**src/rtl/countdown_timer_if.sv**
```systemverilog
// countdown_timer_if: control/status bundle between a timer master and the countdown_timer.
// Carries reload_mode only when COUNTDOWN_RELOAD_EN is defined.
interface countdown_timer_if #(
    parameter int COUNT_WIDTH = 3
);
    logic                   en;
    logic                   load;
    logic [COUNT_WIDTH-1:0] load_val;
    logic                   start;
    logic                   abort;
    logic [COUNT_WIDTH-1:0] count;
    logic                   busy;
    logic                   done;
`ifdef COUNTDOWN_RELOAD_EN
    logic                   reload_mode;

    modport master (
        output en, load, load_val, start, abort, reload_mode,
        input  count, busy, done
    );

    modport slave (
        input  en, load, load_val, start, abort, reload_mode,
        output count, busy, done
    );
`else
    modport master (
        output en, load, load_val, start, abort,
        input  count, busy, done
    );

    modport slave (
        input  en, load, load_val, start, abort,
        output count, busy, done
    );
`endif
endinterface

```
**src/rtl/countdown_timer.sv**
```systemverilog
// countdown_timer: loadable down-counter with one-cycle done pulse at terminal count.
// Define COUNTDOWN_RELOAD_EN to add bus.reload_mode for periodic auto-reload.
module countdown_timer #(
    parameter int COUNT_WIDTH = 3
) (
    input logic               clk,
    input logic               rst_n,
    countdown_timer_if.slave  bus
);
    typedef enum logic {IDLE, RUN} state_t;

    localparam logic [COUNT_WIDTH-1:0] ONE = COUNT_WIDTH'(1);

    state_t                 state, state_n;
    logic [COUNT_WIDTH-1:0] count_q, count_n, reload_q, reload_n, period;
    logic                   busy_q, done_q, done_n, rmode;

`ifdef COUNTDOWN_RELOAD_EN
    assign rmode = bus.reload_mode;
`else
    assign rmode = 1'b0;
`endif

    // A simultaneous load supplies the period for a same-cycle start.
    assign period = bus.load ? bus.load_val : reload_q;

    always_comb begin
        state_n  = state;
        count_n  = count_q;
        reload_n = reload_q;
        done_n   = 1'b0;
        if (state == IDLE) begin
            if (bus.load) begin
                reload_n = bus.load_val;
                count_n  = bus.load_val;
            end
            if (bus.start && !bus.abort) begin
                if (period != '0) begin
                    state_n = RUN;
                    count_n = period;
                end else begin
                    done_n = 1'b1;
                end
            end
        end else if (bus.abort) begin
            state_n = IDLE;
        end else if (bus.en) begin
            if (count_q <= ONE) begin
                done_n  = 1'b1;
                count_n = rmode ? reload_q : '0;
                state_n = rmode ? RUN : IDLE;
            end else begin
                count_n = count_q - ONE;
            end
        end
    end

    always_ff @(posedge clk or negedge rst_n) begin
        if (!rst_n) begin
            state    <= IDLE;
            count_q  <= '0;
            reload_q <= '0;
            busy_q   <= 1'b0;
            done_q   <= 1'b0;
        end else begin
            state    <= state_n;
            count_q  <= count_n;
            reload_q <= reload_n;
            busy_q   <= (state_n == RUN);
            done_q   <= done_n;
        end
    end

    assign bus.count = count_q;
    assign bus.busy  = busy_q;
    assign bus.done  = done_q;
endmodule

```
**src/flat_wrapper.sv**
```systemverilog
// flat-port wrapper written by rule: the top's interface ports become plain ports
module countdown_timer_flat 
#(
    parameter int COUNT_WIDTH = 3
)
  (clk, rst_n, bus_en, bus_load, bus_load_val, bus_start, bus_abort, bus_count, bus_busy, bus_done);
  countdown_timer_if #(.COUNT_WIDTH(COUNT_WIDTH)) bus_i ();
  input logic clk;
  input logic rst_n;
  input wire logic [$bits(bus_i.en)-1:0] bus_en;
  input wire logic [$bits(bus_i.load)-1:0] bus_load;
  input wire logic [$bits(bus_i.load_val)-1:0] bus_load_val;
  input wire logic [$bits(bus_i.start)-1:0] bus_start;
  input wire logic [$bits(bus_i.abort)-1:0] bus_abort;
  output wire logic [$bits(bus_i.count)-1:0] bus_count;
  output wire logic [$bits(bus_i.busy)-1:0] bus_busy;
  output wire logic [$bits(bus_i.done)-1:0] bus_done;
  assign bus_i.en = bus_en;
  assign bus_i.load = bus_load;
  assign bus_i.load_val = bus_load_val;
  assign bus_i.start = bus_start;
  assign bus_i.abort = bus_abort;
  assign bus_count = bus_i.count;
  assign bus_busy = bus_i.busy;
  assign bus_done = bus_i.done;
  countdown_timer #(.COUNT_WIDTH(COUNT_WIDTH)) u_core (.clk(clk), .rst_n(rst_n), .bus(bus_i));
endmodule
```
**config.mk**
```make
export PLATFORM = sky130hd
export DESIGN_NAME = countdown_timer_flat
export DESIGN_NICKNAME = d
export VERILOG_FILES = /design/src/rtl/countdown_timer_if.sv /design/src/rtl/countdown_timer.sv /design/src/flat_wrapper.sv
export SDC_FILE = /design/constraint.sdc
export NUM_CORES = 1
export LEC_CHECK = 0
export ABC_CLOCK_PERIOD_IN_PS = 1200
export CAP_MARGIN = 20
export CORE_AREA = 2 2 39 41
export DETAILED_ROUTE_END_ITERATION = 12
export DIE_AREA = 0 0 41 43
export HOLD_SLACK_MARGIN = 0.08
export PLACE_DENSITY = 0.68
export SLEW_MARGIN = 20
export SYNTH_ARGS = -nofsm -noshare
export SYNTH_HDL_FRONTEND = slang
export SYNTH_SLANG_ARGS = --single-unit
export TNS_END_PERCENT = 5
```
**constraint.sdc**
```tcl
create_clock -name clk -period 1.2 [get_ports clk]
set_input_delay 0.3 -clock clk [delete_from_list [all_inputs] [get_ports clk]]
set_output_delay 0.3 -clock clk [all_outputs]
set_load 0.005 [all_outputs]
```
==> results.json <==
{
  "path_class": "reg -> reg",
  "violations": "setup timing",
  "p_sw_w": 0.0003485,
  "ys_top_cells_by_area": "dfrtp_1, mux2_1, a21oi_1",
  "holdWs_ps": 317.8,
  "hold_class": "in -> async",
  "clkTransAtPathRegs_ps": 60,
  "clk_path_buf_depth": 2,
  "routabilityCongestion": 0.7554,
  "antennaDiodeCount": 0,
  "timing.final.crit_share": 1.151,
  "vias": 530,
  "reg2reg_depth": 6,
  "fin_ws_ps": -181.4,
  "vdd_ir_drop_max_v": 0.0005932,
  "tightest_slew_ps": 380.5,
  "maxCapViolCount": 0,
  "crit_path_top_delay_cell": "dfrtp_1",
  "cts_buffers": 3,
  "rrSetupSlack_ps": -180,
  "worstPathCellList": "buf_6 > ha_4 > o21bai_4 > a21o_1 > a21oi_2 > a211o_1",
  "track_usage": 0.1596,
  "yosys.area.top_type_share": 0.3990,
  "avgSynthCellArea_sq_um": 10.24,
  "place_inst": 83,
  "status": "finished with violations",
  "syn-cell-area_sq_um": 501.7,
  "dieArea_sq_mm": 0.001763,
  "max_slew_margin": 0.7455,
  "netlist_instances": 49,
  "nFillCells": 110,
  "dp_slack_ps": -479.8,
  "wire_per_inst_um": 15.65,
  "leakage_nw": 0.3912,
  "fmax_mhz": 723.9,
  "powerDensity_mw_per_mm2": 1239,
  "placementRows": 14,
  "place.detailed.hpwl_um": 836.8,
  "cp_slowest_stage_delay_ps": 380,
  "port-buffer-count": 13,
  "grt_max_degree": 10,
  "clkPwrFrac": 0.206,
  "p_seq_frac": 0.339,
  "drive_gt1_frac": 0.4487,
  "critPathTopFamily": "compound AO/OA/AOI/OAI gates",
  "mostFrequentLayoutCells": "buf_4, dfrtp_1, clkdlybuf4s50_1, buf_6",
  "syn_to_final_growth_pct": 71.07,
  "wl_mm": 1.471,
  "cp_data_required_time_ps": 1410,
  "ys_seq_area_frac": 0.3990,
  "slew_violations": 0,
  "initial_core_util": 0.3626,
  "setup_violations": 9,
  "synth_warnings": 0,
  "numClockSinks": 8,
  "cellInternalPower_w": 0.0007149,
  "fin_cells": 94,
  "antenna_left": 0,
  "worstSetupStartpointType": "register",
  "seq_area_sq_um": 200.2,
  "grt_pass1_vias": 477,
  "p_comb_frac": 0.455,
  "synth_cell_types": 26,
  "yosys_register_bits": 8,
  "reg2reg_from": "u_core.bus.count[0]$_DFFE_PN0P_",
  "yosys.area.top_type": "dfrtp_1",
  "grt_pass1_wl_mm": 1.856,
  "worstSetupPathDepth": 6,
  "io_pins": 14,
  "end_kind": "register",
  "drt_iter0_drc": 12,
  "path_buf_inv": 1,
  "cts_tree": "done",
  "cp_data_arrival_time_ps": 1590,
  "clock_latency_ps": 260,
  "final_nets": 91,
  "finalCriticalPeriod_ps": 1381,
  "syn-num-nets": 60,
  "cts.htree.levels": 1,
  "drc": 0,
  "dieWidth_um": 41,
  "vias_per_cell": 5.638,
  "finalHoldViolCount": 0,
  "rsz0062_at_grt": "yes",
  "layout_commonest_cell": "buf_4",
  "cp_max_fo": 5,
  "root_buffer": "clkbuf_4",
  "first_pass_iters": 4,
  "grt_overflow_total": 0,
  "swShare": 0.3277,
  "timing.rr.end": "u_core.bus.count[2]$_DFFE_PN0P_",
  "multi_input_area_sq_um": 345.3,
  "antenna_found_initial": 0,
  "skew_ps": 8.064,
  "coreArea_sq_mm": 0.001384,
  "die_h_um": 43
}
synthesized netlist by cell type:
library cell / instances
o41ai_2: 1
o21bai_1: 1
nand2b_1: 2
nor4bb_1: 1
o311a_1: 1
a211o_1: 1
nor2_1: 3
dfrtp_1: 8
mux2_1: 3
nand3_1: 1
o21ai_0: 1
nor2b_1: 1
ha_1: 2
buf_2: 1
o221ai_1: 2
nand4_1: 1
a21o_1: 1
and4bb_2: 2
inv_1: 3
nor4_1: 1
a21oi_1: 5
a22oi_1: 1
buf_6: 1
nand2_1: 3
nand3b_1: 1
nor4b_1: 1
layer usage:
layer,global-route usage,vias to the layer above,wire length (um),share of wire
li1,-,244,-,-
met1,0.1770,259,643,0.44
met2,0.2313,20,670,0.46
met3,0.06806,7,95,0.065
met4,0.1133,0,61,0.041
met5,0,-,0,0
layout make-up:
cell class / instances / share of cell area
Inverter: 3 / 0.01312
Clock buffer: 3 / 0.02624
Sequential cell: 8 / 0.2332
Timing Repair Buffer: 28 / 0.3017
Tap cell: 16 / 0.02332
Multi-Input combinational cell: 36 / 0.4023
timing repair:
| action | CTS | global route |
|---|---|---|
| hold buffers | 0 | 0 |
| pin swaps | 0 | 4 |
| hold endpoints to repair | 0 | 0 |
| setup endpoints to repair | 13 | 13 |
| buffers inserted | 4 | 4 |
| gates resized for setup | 15 | 17 |
worst max path at each step:
stage / start / to
after floorplan: u_core.bus.count[1]$_DFFE_PN0P_ / u_core.bus.count[2]$_DFFE_PN0P_
after global placement: bus_load / u_core.state$_DFF_PN0_
after detailed placement: bus_load / u_core.state$_DFF_PN0_
after CTS: u_core.bus.count[0]$_DFFE_PN0P_ / u_core.bus.count[2]$_DFFE_PN0P_
after global routing: u_core.state$_DFF_PN0_ / u_core.bus.count[2]$_DFFE_PN0P_
final: u_core.bus.count[0]$_DFFE_PN0P_ / u_core.bus.count[2]$_DFFE_PN0P_
power groups by stage:
stage | clock network [W] | registers [W] | logic (W)
finish | 0.000219 | 0.000361 | 0.000483
floorplan | 0 | 0.000363 | 0.000151
global placement | 0 | 0.000371 | 0.000291
global route | 0.000238 | 0.000364 | 0.000513
detailed placement | 0 | 0.000374 | 0.000293
CTS | 0.000216 | 0.000355 | 0.000353
sequential cells by signal (all words and copies together) (netlist names):
signal and flops:
u_core.reload_q 3, u_core.bus.done 1, u_core.bus.count 3, u_core.state 1
logic make-up (layout without fill, tap and decap cells):
kind of cell | count (synthesis) | after routing | synth area share
AO/OA/AOI/OAI | 14 | 14 | 0.2095
adder cells (fa/ha/maj) | 2 | 2 | 0.04987
buffers and inverters | 5 | 34 | 0.05485
flip-flops | 8 | 8 | 0.3990
multiplexers | 3 | 3 | 0.06733
AND/OR/NAND/NOR | 17 | 17 | 0.2195
worst reg2reg max path, cell delays in order, from the launching register on:
cell and delay (ps):
dfrtp_1 380, buf_6 140, ha_4 150, o21bai_4 170
a21o_1 230, a21oi_2 140, a211o_1 120
per-stage QoR:
stage | instance area, sq um | power, W | setup TNS [ps] | util
2_1_floorplan | 508.0 | 0.0005139 | -60.65 | -
3_3_place_gp | 688.2 | 0.0006620 | -3417 | 0.4973
3_5_place_dp | 688.2 | 0.0006675 | -3522 | 0.4973
4_1_cts | 769.5 | 0.0009227 | -537.1 | 0.5561
5_1_grt | 858.3 | 0.001115 | -1210 | 0.6203
6_report | 858.3 | 0.001063 | -797.7 | 0.6203
Note: power is estimated with default switching activity, not from simulation.
